### config.mk
export PLATFORM = sky130hd
export DESIGN_NAME = wb_clint_slave
export DESIGN_NICKNAME = d
export VERILOG_FILES = /design/src/rtl/wb_clint_slave.sv
export SDC_FILE = /design/constraint.sdc
export NUM_CORES = 1
export LEC_CHECK = 0
export ABC_AREA = 1
export ABC_CLOCK_PERIOD_IN_PS = 1760
export BUFFER_PORTS_ARGS = -buffer_cell sky130_fd_sc_hd__buf_2
export CAP_MARGIN = 20
export CORE_ASPECT_RATIO = 0.6
export CORE_MARGIN = 8
export CORE_UTILIZATION = 33
export CTS_CLUSTER_DIAMETER = 200
export CTS_CLUSTER_SIZE = 8
export DETAILED_ROUTE_END_ITERATION = 8
export HOLD_SLACK_MARGIN = 0.12
export PLACE_DENSITY_LB_ADDON = 0.05
export SETUP_SLACK_MARGIN = 0.5
export SLEW_MARGIN = 0
export SYNTH_ARGS = -nofsm -noshare
export SYNTH_HDL_FRONTEND = slang
export SYNTH_SLANG_ARGS = --single-unit
### constraint.sdc
create_clock -name clk -period 1.76 [get_ports clk]
set_input_delay 0 -clock clk [delete_from_list [all_inputs] [get_ports clk]]
set_output_delay 0 -clock clk [all_outputs]
set_load 0.01 [all_outputs]
### src/rtl/wb_clint_slave.sv
// -----------------------------------------------------------------------------
// wb_clint_slave
//
// Wishbone classic slave implementing the core-local interruptor (CLINT):
// a free-running 64-bit machine timer (mtime), its compare register
// (mtimecmp) and the machine software interrupt bit (msip). The block drives
// the core's interrupt_clint / exception_code_clint inputs, gated by the
// core's forwarded mie / mstatus values.
//
// Register map (byte offsets, address bits [1:0] ignored):
//   0x0000 msip (bit0)    0x4000/0x4004 mtimecmp lo/hi
//   0xBFF8/0xBFFC mtime lo/hi
//   Any other offset is acknowledged, reads 0 and discards writes.
//
// Parameters:
//   ADDR_LSB_W  number of low address bits decoded (upper bits ignored)
//   TICK_DIV    clk cycles per mtime increment, 1..65535
//
// Build option:
//   CLINT_WAIT_STATE_EN  when defined, the bus FSM inserts a WAIT state
//                        (IDLE -> WAIT -> ACK), giving 2-cycle latency.
//
// Ports:
//   clk                   system clock, rising edge
//   rst                   asynchronous active-low reset
//   wb_adr_i/wb_dat_i     byte address / write data
//   wb_we_i/wb_sel_i      write enable / byte-lane selects
//   wb_stb_i/wb_cyc_i     strobe / cycle valid
//   wb_dat_o/wb_ack_o     read data (valid with ack) / one-cycle acknowledge
//   latest_mie            forwarded mie (bit3 MSIE, bit7 MTIE)
//   latest_mstatus        forwarded mstatus (bit3 MIE)
//   interrupt_clint       registered interrupt request
//   exception_code_clint  cause: 3 software, 7 timer, 0 none
// -----------------------------------------------------------------------------
module wb_clint_slave #(
    parameter int ADDR_LSB_W = 16,
    parameter int TICK_DIV   = 1
) (
    input  logic        clk,
    input  logic        rst,
    input  logic [31:0] wb_adr_i,
    input  logic [31:0] wb_dat_i,
    output logic [31:0] wb_dat_o,
    input  logic        wb_we_i,
    input  logic [3:0]  wb_sel_i,
    input  logic        wb_stb_i,
    input  logic        wb_cyc_i,
    output logic        wb_ack_o,
    input  logic [31:0] latest_mie,
    input  logic [31:0] latest_mstatus,
    output logic        interrupt_clint,
    output logic [30:0] exception_code_clint
);

    // Bus FSM encoding
    localparam logic [1:0] ST_IDLE = 2'd0;
    localparam logic [1:0] ST_WAIT = 2'd1;
    localparam logic [1:0] ST_ACK  = 2'd2;

    // Decoded register offsets (word aligned)
    localparam logic [ADDR_LSB_W-1:0] OFF_MSIP     = ADDR_LSB_W'(32'h0000_0000);
    localparam logic [ADDR_LSB_W-1:0] OFF_MTCMP_LO = ADDR_LSB_W'(32'h0000_4000);
    localparam logic [ADDR_LSB_W-1:0] OFF_MTCMP_HI = ADDR_LSB_W'(32'h0000_4004);
    localparam logic [ADDR_LSB_W-1:0] OFF_MTIME_LO = ADDR_LSB_W'(32'h0000_BFF8);
    localparam logic [ADDR_LSB_W-1:0] OFF_MTIME_HI = ADDR_LSB_W'(32'h0000_BFFC);

    localparam logic [15:0] PRESC_LAST = 16'(TICK_DIV - 1);

    // Replace the selected byte lanes of a 32-bit word with new data.
    function automatic logic [31:0] merge_lanes(
        input logic [31:0] old_w,
        input logic [31:0] new_w,
        input logic [3:0]  sel
    );
        logic [31:0] res;
        res = old_w;
        for (int i = 0; i < 4; i++) begin
            if (sel[i]) begin
                res[8*i +: 8] = new_w[8*i +: 8];
            end else begin
                res[8*i +: 8] = old_w[8*i +: 8];
            end
        end
        return res;
    endfunction

    // Flops
    logic [1:0]  state_q,    state_d;
    logic        ack_q,      ack_d;
    logic [31:0] dat_q,      dat_d;
    logic        msip_q,     msip_d;
    logic [63:0] mtimecmp_q, mtimecmp_d;
    logic [63:0] mtime_q,    mtime_d;
    logic [15:0] presc_q,    presc_d;
    logic        irq_q,      irq_d;
    logic [30:0] code_q,     code_d;

    // Combinational helpers
    logic                  access_go_s;
    logic                  wr_s;
    logic                  rd_s;
    logic [ADDR_LSB_W-1:0] adr_s;
    logic                  hit_msip_s;
    logic                  hit_cmp_lo_s;
    logic                  hit_cmp_hi_s;
    logic                  hit_mt_lo_s;
    logic                  hit_mt_hi_s;
    logic                  presc_wrap_s;
    logic [31:0]           rdata_s;
    logic                  sw_req_s;
    logic                  tm_req_s;
    logic                  unused_s;

    // Word-aligned offset: byte-address bits [1:0] are ignored.
    assign adr_s        = {wb_adr_i[ADDR_LSB_W-1:2], 2'b00};
    assign hit_msip_s   = (adr_s == OFF_MSIP);
    assign hit_cmp_lo_s = (adr_s == OFF_MTCMP_LO);
    assign hit_cmp_hi_s = (adr_s == OFF_MTCMP_HI);
    assign hit_mt_lo_s  = (adr_s == OFF_MTIME_LO);
    assign hit_mt_hi_s  = (adr_s == OFF_MTIME_HI);

    // Bits that carry no meaning for this slave.
    assign unused_s = ^{wb_adr_i[31:ADDR_LSB_W], wb_adr_i[1:0],
                        latest_mie[31:8], latest_mie[6:4], latest_mie[2:0],
                        latest_mstatus[31:4], latest_mstatus[2:0]};

    // Bus FSM next state; access_go_s marks the edge that enters ACK, where
    // the write is committed and read data is sampled.
    always_comb begin
        state_d     = state_q;
        access_go_s = 1'b0;
        case (state_q)
            ST_IDLE: begin
                if (wb_cyc_i && wb_stb_i) begin
`ifdef CLINT_WAIT_STATE_EN
                    state_d = ST_WAIT;
`else
                    state_d     = ST_ACK;
                    access_go_s = 1'b1;
`endif
                end else begin
                    state_d = ST_IDLE;
                end
            end
            ST_WAIT: begin
                // A master that abandons the cycle during the wait state
                // gets no ack and nothing is committed.
                if (wb_cyc_i && wb_stb_i) begin
                    state_d     = ST_ACK;
                    access_go_s = 1'b1;
                end else begin
                    state_d = ST_IDLE;
                end
            end
            ST_ACK: begin
                // Always leave ACK; a strobe held high here is not a new access.
                state_d = ST_IDLE;
            end
            default: begin
                state_d = ST_IDLE;
            end
        endcase
    end

    assign wr_s = access_go_s & wb_we_i;
    assign rd_s = access_go_s & ~wb_we_i;

    // Read data multiplexer; unmapped offsets read zero.
    always_comb begin
        rdata_s = 32'h0000_0000;
        if (hit_msip_s) begin
            rdata_s = {31'h0000_0000, msip_q};
        end else if (hit_cmp_lo_s) begin
            rdata_s = mtimecmp_q[31:0];
        end else if (hit_cmp_hi_s) begin
            rdata_s = mtimecmp_q[63:32];
        end else if (hit_mt_lo_s) begin
            rdata_s = mtime_q[31:0];
        end else if (hit_mt_hi_s) begin
            rdata_s = mtime_q[63:32];
        end else begin
            rdata_s = 32'h0000_0000;
        end
    end

    // Bus response: ack follows the ACK state, data is held only during ACK.
    always_comb begin
        ack_d = (state_d == ST_ACK);
        if (rd_s) begin
            dat_d = rdata_s;
        end else begin
            dat_d = 32'h0000_0000;
        end
    end

    // msip and mtimecmp write path.
    always_comb begin
        msip_d     = msip_q;
        mtimecmp_d = mtimecmp_q;
        if (wr_s && hit_msip_s && wb_sel_i[0]) begin
            msip_d = wb_dat_i[0];
        end else begin
            msip_d = msip_q;
        end
        if (wr_s && hit_cmp_lo_s) begin
            mtimecmp_d[31:0] = merge_lanes(mtimecmp_q[31:0], wb_dat_i, wb_sel_i);
        end else if (wr_s && hit_cmp_hi_s) begin
            mtimecmp_d[63:32] = merge_lanes(mtimecmp_q[63:32], wb_dat_i, wb_sel_i);
        end else begin
            mtimecmp_d = mtimecmp_q;
        end
    end

    // Prescaler and mtime: a bus write to either mtime word wins over the
    // tick for that cycle, while the prescaler keeps its own cadence.
    always_comb begin
        presc_wrap_s = (presc_q == PRESC_LAST);
        if (presc_wrap_s) begin
            presc_d = 16'h0000;
        end else begin
            presc_d = presc_q + 16'h0001;
        end
        if (wr_s && hit_mt_lo_s) begin
            mtime_d = {mtime_q[63:32], merge_lanes(mtime_q[31:0], wb_dat_i, wb_sel_i)};
        end else if (wr_s && hit_mt_hi_s) begin
            mtime_d = {merge_lanes(mtime_q[63:32], wb_dat_i, wb_sel_i), mtime_q[31:0]};
        end else if (presc_wrap_s) begin
            // Full 64-bit add: carry into the high word lands in the same cycle.
            mtime_d = mtime_q + 64'd1;
        end else begin
            mtime_d = mtime_q;
        end
    end

    // Interrupt request and cause, software has priority over timer.
    always_comb begin
        sw_req_s = msip_q & latest_mie[3] & latest_mstatus[3];
        tm_req_s = (mtime_q >= mtimecmp_q) & latest_mie[7] & latest_mstatus[3];
        irq_d    = sw_req_s | tm_req_s;
        if (sw_req_s) begin
            code_d = 31'd3;
        end else if (tm_req_s) begin
            code_d = 31'd7;
        end else begin
            code_d = 31'd0;
        end
    end

    // Bus FSM and response registers.
    always_ff @(posedge clk or negedge rst) begin
        if (!rst) begin
            state_q <= ST_IDLE;
            ack_q   <= 1'b0;
            dat_q   <= 32'h0000_0000;
        end else begin
            state_q <= state_d;
            ack_q   <= ack_d;
            dat_q   <= dat_d;
        end
    end

    // CLINT architectural registers and prescaler.
    always_ff @(posedge clk or negedge rst) begin
        if (!rst) begin
            msip_q     <= 1'b0;
            mtimecmp_q <= 64'hFFFF_FFFF_FFFF_FFFF;
            mtime_q    <= 64'h0000_0000_0000_0000;
            presc_q    <= 16'h0000;
        end else begin
            msip_q     <= msip_d;
            mtimecmp_q <= mtimecmp_d;
            mtime_q    <= mtime_d;
            presc_q    <= presc_d;
        end
    end

    // Registered interrupt outputs.
    always_ff @(posedge clk or negedge rst) begin
        if (!rst) begin
            irq_q  <= 1'b0;
            code_q <= 31'd0;
        end else begin
            irq_q  <= irq_d;
            code_q <= code_d;
        end
    end

    assign wb_ack_o             = ack_q;
    assign wb_dat_o             = dat_q;
    assign interrupt_clint      = irq_q;
    assign exception_code_clint = code_q;

endmodule
# Word-level counts from Yosys, hierarchy flattened
# Cells that the tools add are included.
# W data, S select, Z words.
[op_classes] n_addsub=2 order_cmp=1 n_eq_ne=15 n_mux=20 n_bitwise=10 n_reduce_logical=29
[ops] operator="$mux W32" n=7
[ops] operator="$mux W64" n=2
[ops] operator="$add A64 B1 Y64 const B" n=1
[ops] operator="$ge A64 B64 Y1" n=1
[ops] operator="$reduce_and A3 Y1" n=12
[ops] operator="$logic_not A16 Y1" n=2
[ops] operator="$mux W8" n=4
[ops] operator="$eq A14 B13 Y1 const B" n=2
[ops] operator="$eq A14 B14 Y1 const B" n=2
[ops] operator="$ne A2 B2 Y1 const B" n=9
[ops] operator="$add A16 B1 Y16 const B" n=1
[ops] operator="$mux W16" n=1
[ops] operator="$reduce_and A2 Y1" n=4
[ops] operator="$logic_and A1 B1 Y1" n=7
[ops] operator="$and A1 B1 Y1" n=6
[ops] operator="$mux W3" n=2
[ops] operator="$mux W2" n=2
[ops] operator="$reduce_bool A2 Y1" n=2
[ops] operator="$not A1 Y1" n=3
[ops] operator="$eq A2 B1 Y1 const B" n=1
[ops] operator="$eq A2 B2 Y1 const B" n=1
[ops] operator="$logic_not A2 Y1" n=1
[ops] operator="$mux W1" n=2
[ops] operator="$reduce_or A2 Y1" n=1
[ops] operator="$or A1 B1 Y1" n=1
[word_totals] regBits=212 out_inout_bits=65

# Longest topological paths before layout
# Gate-level depths: netlist (run 1).
[depth] ltp_word=7 ltp_mapped=17

# Least setup slack after synthesis (run 1)
# OpenSTA, ideal clock, no wires.
[synth_path] kind="flip-flop to flip-flop" from="register mtime_q[0]" to="register mtime_q[30]" setup_time_ps=116 t_arrival_ps=1758 t_required_ps=1644 setup_slack_ps=-114 stages_incl_launch_ff=12 synth_period_minus_slack_ps=1874 path_cell_list="dfrtp_1 -> ha_1 -> nand3_1 -> nor2_2 -> nand3_1 -> inv_1 -> nand2_1 -> and2_0 -> o21ai_0 -> o21ai_0 -> nand2_1 -> nand2_1"
[synth_between] elab_chain_cells=4
[synth_lines] element="from (decl)" line_no="93" rtl="logic [63:0] mtime_q, mtime_d;"
[synth_lines] element="from (signal assigned)" line_no="272" rtl="mtime_q <= mtime_d;"
[synth_lines] element="$add A64 B1 Y64" line_no="229" rtl="mtime_d = mtime_q + 64'd1;"
[synth_lines] element="$mux W64" line_no="227" rtl="end else if (presc_wrap_s) begin"
[synth_lines] element="$mux W64" line_no="225" rtl="end else if (wr_s && hit_mt_hi_s) begin"
[synth_lines] element="$mux W32" line_no="223" rtl="if (wr_s && hit_mt_lo_s) begin"
# Every way passes these cells. The select of a mux whose other input is x is not followed.
# A chain may end at the register's enable or synchronous reset.

# Worst setup path in the final report (run 1)
[layout_path] from="register mtimecmp_q[30]" to="register code_q[2], in the netlist exception_code_clint[2]"
[layout_between] elab_chain_cells=5
[layout_lines] element="from (decl)" line_no="92" rtl="logic [63:0] mtimecmp_q, mtimecmp_d;"
[layout_lines] element="from (signal assigned)" line_no="271" rtl="mtimecmp_q <= mtimecmp_d;"
[layout_lines] element="$ge A64 B64 Y1" line_no="238" rtl="tm_req_s = (mtime_q >= mtimecmp_q) & latest_mie[7] & latest_mstatus[3];"
[layout_lines] element="$and A1 B1 Y1 (2 in a row)" line_no="238"
[layout_lines] element="$mux W3" line_no="242" rtl="end else if (tm_req_s) begin"
[layout_lines] element="$mux W3" line_no="240" rtl="if (sw_req_s) begin"
[layout_lines] element="named net code_d[2]" line_no="96" rtl="logic [30:0] code_q, code_d;"
[layout_lines] element="to (signal assigned)" line_no="284" rtl="code_q <= code_d;"
[layout_lines] element="to (decl)" line_no="96"
# The timed path passes the listed nets, and every way through them passes these cells.

==> results of run 1 <==
==> final timing paths <==
path	from	endpoint	slack, ns	depth (start not counted)
max in group asynchronous	rst	wb_dat_o[5]	0.79	3
max reg2reg	mtimecmp_q[30]	exception_code_clint[2]	-0.39	14
min	wb_cyc_i	wb_ack_o	0.004	5
max	mtimecmp_q[30]	exception_code_clint[2]	-0.39	14
min reg2reg	mtimecmp_q[46]	mtimecmp_q[46]	0.47	2
min in group asynchronous	rst	wb_dat_o[4]	0.09	2
==> worst min-delay path, stage by stage <==
cell     delay [ns]
buf_2          0.11
nand2_2        0.10
buf_6          0.10
buf_6          0.09
inv_1          0.03
==> what timing repair did <==
action / 4_1_cts / 5_1_grt
hold endpoints to repair: 264 / 2
cloned: 11 / 1
hold buffers: 42 / 1
setup endpoints to repair: 174 / 177
resized for setup: 727 / 372
pin swaps: 202 / 179
setup buffers: 111 / 44
==> power groups by stage <==
stage | registers, uW | clock network, uW | logic [uW]
floorplan | 4360 | 0 | 499
global placement | 4360 | 0 | 1080
detailed placement | 4360 | 0 | 1090
CTS | 4300 | 4240 | 1500
global route | 4320 | 4340 | 1800
finish | 4310 | 4130 | 1680
==> through the flow <==
stage / setup WS, ns / cells
after floorplan: 0.03790 / 1918
after global placement: -0.5977 / 2868
after detailed placement: -0.5963 / 2868
after CTS: -0.3646 / 3064
after global routing: -0.4949 / 3110
final: -0.3937 / 3110
==> layer usage <==
metal  part of all wire [%]  GRT usage [%]  up-vias
met5                   0.19          1.998        -
met4                    2.6          7.527        2
met3                    9.8          8.247       87
met2                     40          39.82      630
met1                     47          42.02     7742
li1                       -              -     7466
==> cell type report <==
class	count	area (sq um)
Clock buffer	19	452.9
Clock inverter	13	161.4
Fill cell	3481	14990
Inverter	246	982.2
Multi-Input combinational cell	1415	10280
Sequential cell	180	4623
Tap cell	522	653.1
Timing Repair Buffer	715	6676
==> cell usage after synthesis, drive strengths merged <==
library cell  instances
o22ai                10
o21ai               190
a21oi                64
nor3b                 2
nand2               572
dfrtp               116
dfstp                64
xor2                 15
clkinv                1
or2                   7
o211ai                9
and2                  3
buf                  54
a211oi                1
nor3                 55
nand3               115
a22oi                 5
nor4                  6
nand4                51
a21boi                1
nor2                196
ha                   67
a21o                  2
nand3b                7
o21a                  3
inv                 245
xnor2                 5
clkbuf               23
conb                  1
nor2b                 1
==> flip-flops by register name, indices dropped and copies added (netlist names) <==
register,cells
mtimecmp_q,64
mtime_q,64
exception_code_clint,2
presc_q,16
msip_q,1
wb_dat_o,32
wb_ack_o,1
==> cell families after synthesis <==
| family | count (synthesis) |
|---|---|
| DFF | 180 |
| and+or+nand+nor | 1015 |
| other | 1 |
| adders and majority gates | 67 |
| AOI/OAI and AO/OA | 285 |
| buffers and inverters | 323 |
| xor gates and xnor gates | 20 |
==> flow_metrics.py, run 1 <==
metrics = {
    "logic_synthesis": {
        "synth_simple_gate_area_share_pct": 33.61,
        "synth_area_leaders": "dfrtp_1 22%, nand2_1 16%, dfstp_2 13%",
        "synth_top_family_by_area": "simple AND/OR/NAND/NOR gates",
        "synth_xor_area_share_pct": 1.355,
        "synth_top_area_share_pct": 22.46,
        "syn-cell-area_sq_um": 12920,
        "seq_area_frac_synth_pct": 35.47,
        "synth_cell_types": 50,
        "yosysTopAreaCell": "dfrtp_1",
        "netlist_instances": 1891,
        "ys.warnings.count": 0,
        "synth_seq_cells": 180,
        "synthAdderAreaFrac_pct": 6.486,
        "muxShareOfSynthArea_pct": 0,
        "avgSynthCellArea_sq_um": 6.835,
        "synth_compound_area_share_pct": 12.24,
    },
    "placement": {
        "gp_congestion": 0.9900,
        "placed_cell_area_sq_um": 17280,
        "numPortBuffers": 94,
        "dpl.hpwl_mm": 49.50,
    },
    "cts": {
        "cts_root_buf": "clkbuf_16",
        "clk_latency_ns": 0.48,
        "cts_sinks": 180,
        "clkTransAtPathRegs_ns": 0.08,
        "cts_tree": "done",
        "h-tree-depth": 4,
        "clockBufferDepth": 2,
        "cts_buffers": 17,
    },
    "worst_setup_path": {
        "crit_family": "simple AND/OR/NAND/NOR gates",
        "path_cells": "inv_1 > ha_1 > nand2_1 > nor2_4 > nand3_1 > nor2_2 > nand2_1 > nand3_1 > nor2_1 > nand2_1 > nand2_1 > nand2_2 > nand2_2 > nor2_2",
        "required_ns": 2.18,
        "critPathKind": "reg -> reg",
        "end_kind": "flip-flop",
        "critical_path.max_stage_delay_ns": 0.54,
        "start_kind": "flip-flop",
        "crit_path_max_fanout": 3,
        "arrival_ns": 2.57,
        "critPathSlowestCell": "dfstp_2",
        "cp_num_buf_inv": 1,
        "path_common_cell": "nand2_1",
    },
    "cells_and_area": {
        "layout_commonest_cell": "buf_4",
        "nNetsFinal": 2779,
        "drive_above_1_share_pct": 55.45,
        "layout_common_cells": "364 x buf_4, 361 x nand2_1, 191 x inv_1, 149 x buf_6, 108 x nand2_2",
        "final_core_util_pct": 61.38,
        "areaGrowthSynthToFinish_pct": 84.34,
        "postLayoutCellArea_sq_um": 23830,
        "n_antenna_cell": 0,
    },
    "timing": {
        "rsz0062_at_grt": "true",
        "maxSlewHeadroom_pct": 59.41,
        "setup_viol": 116,
        "setup_slack_ns": -0.3937,
        "fmax_mhz": 464.3,
        "hold_ws_ns": 0.004417,
        "worst-slew-pin-transition_ns": 0.6088,
        "finalHoldViolations": 0,
        "fin_tns_setup_ns": -10.32,
        "skew_ns": 0.01548,
        "period_share_pct": 122.4,
        "period_needed_ns": 2.154,
        "slew_viol_final": 0,
    },
    "power_and_ir_drop": {
        "p_clk_share_pct": 40.8,
        "leakage_uw": 0.01156,
        "cellPowerDensity_nw_per_um2": 424.7,
        "p_int_uw": 7057,
        "p_switching_uw": 3062,
        "pwr-share-comb_pct": 16.6,
        "power_frac_seq_pct": 42.6,
        "switching_share_pct": 30.26,
        "ir_worst_vdd_uv": 601.4,
        "power_uw": 10120,
    },
    "global_route": {
        "grt_pass1_wl_mm": 98.01,
        "grt_max_degree": 60,
        "grt_pass1_vias": 15377,
        "overflow": 0,
        "grt_usage_pct": 28.51,
        "antenna_found_initial": 0,
    },
    "job": {
        "drv_cap": 0,
    },
    "drt": {
        "drc_errors": 0,
        "wl_mm": 67.57,
        "via_per_inst": 5.121,
        "first_pass_iters": 5,
        "drtAntennaViolNets": 0,
        "drtIter0Drc": 1452,
        "wl_per_cell_um": 21.73,
        "vias": 15927,
    },
    "hold_path": {
        "min_path_type": "in -> reg",
    },
    "die": {
        "num_rows": 56,
        "dieWidth_um": 271.5,
        "pin_count": 202,
        "die-area_sq_um": 45960,
        "initial_utilization_pct": 33.30,
        "die_y_um": 169.3,
        "core_area_sq_um": 38820,
    },
    "run_status": {
        "violations": "negative setup slack",
        "status": "complete, but fails checks",
    },
}
Note: power is estimated with default switching activity, not from simulation.
==> run 2: changes to the inputs <==
--- a/config.mk
+++ b/config.mk
@@ -17,6 +17,7 @@
 export DETAILED_ROUTE_END_ITERATION = 8
 export HOLD_SLACK_MARGIN = 0.12
 export PLACE_DENSITY_LB_ADDON = 0.05
+export RECOVER_POWER = 100
 export SETUP_SLACK_MARGIN = 0.5
 export SLEW_MARGIN = 0
 export SYNTH_ARGS = -nofsm -noshare
==> flow_metrics.py, run 2 (synthesis results as in run 1) <==
metrics = {
    "worst_setup_path": {
        "crit_path_max_fanout": 3,
        "start_kind": "flip-flop",
        "reg2reg_setup_slack_ns": -0.38,
        "critPathKind": "reg -> reg",
        "required_ns": 2.18,
        "timing.rr.start": "mtimecmp_q[30]",
        "arrival_ns": 2.56,
        "end_kind": "flip-flop",
        "reg2regPathDepth": 14,
        "r2r_end": "exception_code_clint[2]",
        "crit_start": "mtimecmp_q[30]",
    },
    "hold_path": {
        "whs_path_depth": 5,
        "min_from": "wb_cyc_i",
        "min_path_type": "in -> reg",
        "holdPathEnd": "wb_ack_o",
    },
    "cells_and_area": {
        "drive_above_1_share_pct": 53.59,
        "multi_input_area_sq_um": 10230,
        "areaGrowthSynthToFinish_pct": 83.16,
        "postLayoutCellArea_sq_um": 23670,
        "layout_common_cells": "363 x nand2_1, 362 x buf_4, 192 x inv_1, 146 x buf_6, 107 x nand2_2",
        "nNetsFinal": 2779,
        "final-seq-area_sq_um": 4623,
        "layout_commonest_cell": "nand2_1",
        "fillerInstances": 3522,
    },
    "die": {
        "dieWidth_um": 271.5,
        "num_rows": 56,
        "die-area_sq_um": 45960,
        "initial_utilization_pct": 33.30,
        "pin_count": 202,
        "core_area_sq_um": 38820,
        "die_y_um": 169.3,
    },
    "global_route": {
        "grt_max_degree": 60,
        "use_met1_pct": 42.02,
        "overflow": 0,
        "grtUsageMet2_pct": 39.82,
        "grt_usage_pct": 28.51,
        "grt_use_met3_pct": 8.247,
        "grt-busiest-layer": "met1",
        "grt_pass1_vias": 15377,
        "antenna_found_initial": 0,
        "grt_pass1_wl_mm": 98.01,
    },
    "placement": {
        "placed_cell_area_sq_um": 17280,
        "place_ws_ns": -0.5963,
        "dpl.hpwl_mm": 49.50,
        "gp_congestion": 0.9900,
        "numPortBuffers": 94,
    },
    "drt": {
        "drc_errors": 0,
        "wl_mm": 67.63,
        "wl_per_cell_um": 21.74,
        "first_pass_iters": 5,
        "via_per_inst": 5.116,
        "vias": 15916,
        "drtAntennaViolNets": 0,
        "drtIter0Drc": 1507,
    },
    "timing": {
        "fmax_mhz": 466.9,
        "finalHoldViolations": 0,
        "maxSlewHeadroom_pct": -22.71,
        "period_needed_ns": 2.142,
        "worst-slew-pin-transition_ns": 1.841,
        "setup_viol": 145,
        "skew_ns": 0.01617,
        "period_share_pct": 121.7,
        "slew_viol_final": 58,
        "fin_tns_setup_ns": -14.09,
        "rsz0062_at_grt": "true",
        "hold_ws_ns": 0.05719,
        "setup_slack_ns": -0.3817,
    },
    "cts": {
        "cts_sinks": 180,
        "clkTransAtPathRegs_ns": 0.08,
        "cts_root_buf": "clkbuf_16",
        "cts_buffers": 17,
        "clk_latency_ns": 0.48,
        "h-tree-depth": 4,
        "clockBufferDepth": 2,
        "cts_tree": "done",
    },
    "run_status": {
        "violations": "max-capacitance violations, max-slew violations, negative setup slack",
        "status": "complete, but fails checks",
    },
    "power_and_ir_drop": {
        "cellPowerDensity_nw_per_um2": 427.4,
        "leakage_uw": 0.01135,
        "ir_worst_vdd_uv": 603.1,
        "power_uw": 10120,
    },
    "job": {
        "drv_cap": 1,
    },
}
[run 2: layout make-up]
class	count	share of cell area [%]
clock inverters	13	0.6818
well taps	522	2.759
clock buffers	19	1.913
inverters	246	4.107
multi-input cells	1415	43.21
flip-flops and latches	180	19.53
repair buffers	715	27.79
diodes	1	0.01057
[run 2: critical path, stage by stage, from the launching register on]
cell and delay [ns]:
dfstp_2 0.54, inv_1 0.07, ha_1 0.28, nand2_1 0.09, nor2_4 0.25, nand3_1 0.13
nor2_2 0.16, nand2_1 0.09, nand3_1 0.09, nor2_1 0.05, nand2_1 0.05, nand2_1 0.06
nand2_2 0.09, nand2_2 0.06, nor2_2 0.08
[run 2: worst max path at each step]
stage,end,slack [ns],depth (start not counted)
detailed placement,exception_code_clint[2],-0.60,9
floorplan,mtime_q[59],0.04,10
finish,exception_code_clint[2],-0.38,14
CTS,exception_code_clint[2],-0.36,10
global route,exception_code_clint[2],-0.49,10
global placement,exception_code_clint[2],-0.60,9
[run 2: where the power goes]
part | total (uW) | switching (uW) | internal (uW)
Clock | 4130 | 2020 | 2110
Combinational | 1670 | 943 | 730
Sequential | 4310 | 103 | 4210
Total | 10100 | 3070 | 7050
[run 2: through the flow]
step           cells  utilization (%)
2_1_floorplan   1918                -
3_3_place_gp    2868            44.52
3_5_place_dp    2868            44.52
4_1_cts         3064            56.77
5_1_grt         3110            60.98
6_report        3111            60.99
[run 2: routing by layer]
layer  routed length, um  vias to the layer above
met3                6395                       85
met4                1711                        2
li1                    -                     7476
met2               27140                      580
met5                 126                        -
met1               32250                     7773
[run 2: timing repair]
item | 4_1_cts | 5_1_grt
setup buffers | 111 | 44
endpoints found under the setup margin | 174 | 177
hold buffers | 42 | 1
hold endpoints to repair | 264 | 2
resized for setup | 727 | 372
cloned | 11 | 1
pin swaps | 202 | 179
==> run 3: changes to the inputs <==
--- a/config.mk
+++ b/config.mk
@@ -10,7 +10,7 @@
 export BUFFER_PORTS_ARGS = -buffer_cell sky130_fd_sc_hd__buf_2
 export CAP_MARGIN = 20
 export CORE_ASPECT_RATIO = 0.6
-export CORE_MARGIN = 8
+export CORE_MARGIN = 3
 export CORE_UTILIZATION = 33
 export CTS_CLUSTER_DIAMETER = 200
 export CTS_CLUSTER_SIZE = 8
@@ -18,6 +18,7 @@
 export HOLD_SLACK_MARGIN = 0.12
 export PLACE_DENSITY_LB_ADDON = 0.05
 export RECOVER_POWER = 100
+export REMOVE_ABC_BUFFERS = 1
 export SETUP_SLACK_MARGIN = 0.5
 export SLEW_MARGIN = 0
 export SYNTH_ARGS = -nofsm -noshare
==> flow_metrics.py, run 3 (synthesis results as in run 1) <==
metrics = {
    "run_status": {
        "status": "complete, but fails checks",
        "violations": "negative setup slack",
    },
    "drt": {
        "wl_mm": 66.13,
        "drtIter0Drc": 1229,
        "drtAntennaViolNets": 0,
        "via_per_inst": 5.154,
        "wl_per_cell_um": 21.58,
        "vias": 15791,
        "drc_errors": 0,
        "first_pass_iters": 7,
    },
    "cts": {
        "cts_root_buf": "clkbuf_16",
        "postCtsHoldBufs": 41,
        "clk_latency_ns": 0.47,
        "cts_buffers": 17,
        "clkTransAtPathRegs_ns": 0.08,
        "cts_sinks": 180,
        "cts_tree": "done",
        "clockBufferDepth": 2,
        "h-tree-depth": 4,
    },
    "placement": {
        "dpl.cell_count": 2845,
        "dpl.hpwl_mm": 46.65,
        "placed_cell_area_sq_um": 16960,
        "gp_congestion": 1.033,
        "numPortBuffers": 94,
    },
    "job": {
        "drv_cap": 0,
    },
    "cells_and_area": {
        "areaGrowthSynthToFinish_pct": 79.43,
        "drive_above_1_share_pct": 52.45,
        "layout_commonest_cell": "nand2_1",
        "final-seq-area_sq_um": 4618,
        "final_core_util_pct": 60.83,
        "postLayoutCellArea_sq_um": 23190,
        "multi_input_area_sq_um": 10270,
        "layout_common_cells": "370 x nand2_1, 346 x buf_4, 200 x inv_1, 136 x buf_6, 101 x nand2_2",
        "n_antenna_cell": 0,
        "fin_cells": 3064,
        "fillerInstances": 3456,
        "nNetsFinal": 2742,
    },
    "global_route": {
        "overflow": 0,
        "grt_max_degree": 48,
        "grt_pass1_wl_mm": 96.02,
        "grt_usage_pct": 31.18,
        "antenna_found_initial": 0,
        "grt_pass1_vias": 15372,
    },
    "worst_setup_path": {
        "critPathKind": "reg -> reg",
        "reg2reg_setup_slack_ns": -0.46,
        "arrival_ns": 2.61,
        "required_ns": 2.16,
        "start_kind": "flip-flop",
        "r2r_end": "exception_code_clint[2]",
        "timing.rr.start": "mtimecmp_q[63]",
        "end_kind": "flip-flop",
        "reg2regPathDepth": 10,
        "crit_start": "mtimecmp_q[63]",
        "crit_path_max_fanout": 3,
    },
    "power_and_ir_drop": {
        "ir_worst_vdd_uv": 626.9,
        "power_uw": 9957,
        "leakage_uw": 0.01093,
        "cellPowerDensity_nw_per_um2": 429.4,
    },
    "die": {
        "pin_count": 202,
        "die-area_sq_um": 41650,
        "initial_utilization_pct": 33.90,
        "num_rows": 55,
        "die_y_um": 159.3,
        "dieWidth_um": 261.5,
        "core_area_sq_um": 38120,
    },
    "timing": {
        "period_needed_ns": 2.215,
        "maxSlewHeadroom_pct": 8.509,
        "skew_ns": 0.01596,
        "setup_slack_ns": -0.4553,
        "slew_viol_final": 0,
        "worst-slew-pin-transition_ns": 1.372,
        "period_share_pct": 125.9,
        "rsz0062_at_grt": "true",
        "fin_tns_setup_ns": -32.16,
        "fmax_mhz": 451.4,
        "setup_viol": 163,
        "finalHoldViolations": 0,
    },
    "hold_path": {
        "whs_path_depth": 4,
        "holdPathEnd": "mtimecmp_q[21]",
        "min_path_type": "in -> reg",
        "min_from": "wb_sel_i[2]",
    },
}
[run 3: changes by cell type in the layout (fill, tap and decap cells not counted), moves of 8 or more]
cell,previous run,this run
buf_4,362,346
nor2_2,33,47
nand3_1,70,82
a21oi_1,38,28
buf_6,146,136
nor2_4,69,59
a21oi_2,21,30
buf_12,47,39
inv_1,192,200
nand3_2,33,25
[run 3: through the flow]
step,hold WS (ns),setup WS [ns]
after floorplan,-0.2956,-0.6019
after global placement,0.004462,-0.8454
after detailed placement,0.003382,-0.8015
after CTS,0.02122,-0.4389
after global routing,0.1419,-0.4954
final,0.1635,-0.4553
[run 3: worst max path at each step]
stage,cells past startpoint,to,slack (ns)
floorplan,9,mtime_q[36],-0.60
global placement,10,exception_code_clint[2],-0.85
detailed placement,10,exception_code_clint[2],-0.80
CTS,10,exception_code_clint[2],-0.44
global route,10,exception_code_clint[2],-0.50
finish,10,exception_code_clint[2],-0.46
[run 3: worst max-delay path, cell delays in order, from the launching register on]
cell     delay, ns
dfstp_2       0.57
inv_4         0.05
ha_4          0.25
nand4_1       0.27
nor2_2        0.20
nand4_1       0.25
nor3b_2       0.23
nand2_1       0.08
nand2_2       0.09
nand2_4       0.07
nor2_2        0.07
[run 3: power by group]
part | internal, uW | total [uW] | switching (uW)
Combinational | 663 | 1570 | 909
Sequential | 4210 | 4300 | 98.8
Clock | 2130 | 4080 | 1950
Total | 7000 | 9960 | 2960
[run 3: cell type report]
class                      instances  share of cell area [%]
multi-input combinational       1416                   44.28
clock buffer                      20                   1.883
inverter                         246                   4.160
timing repair buffer             677                   26.37
tap                              513                   2.768
sequential                       180                   19.91
clock inverter                    12                  0.6258
[run 3: per-layer routing]
metal / track usage (%) / vias to the layer above / part of all wire (%)
met5: 2.083 / - / 0.18
met4: 8.228 / 2 / 2.1
met3: 8.186 / 73 / 9.7
met2: 42.44 / 632 / 40
met1: 47.73 / 7690 / 48
li1: - / 7394 / -
[run 3: repair_timing]
| action | CTS | global route |
|---|---|---|
| buffers inserted | 102 | 32 |
| hold endpoints to repair | 267 | 25 |
| cloned | 11 | 1 |
| pin swaps | 176 | 133 |
| gates resized for setup | 809 | 304 |
| endpoints found under the setup margin | 175 | 177 |
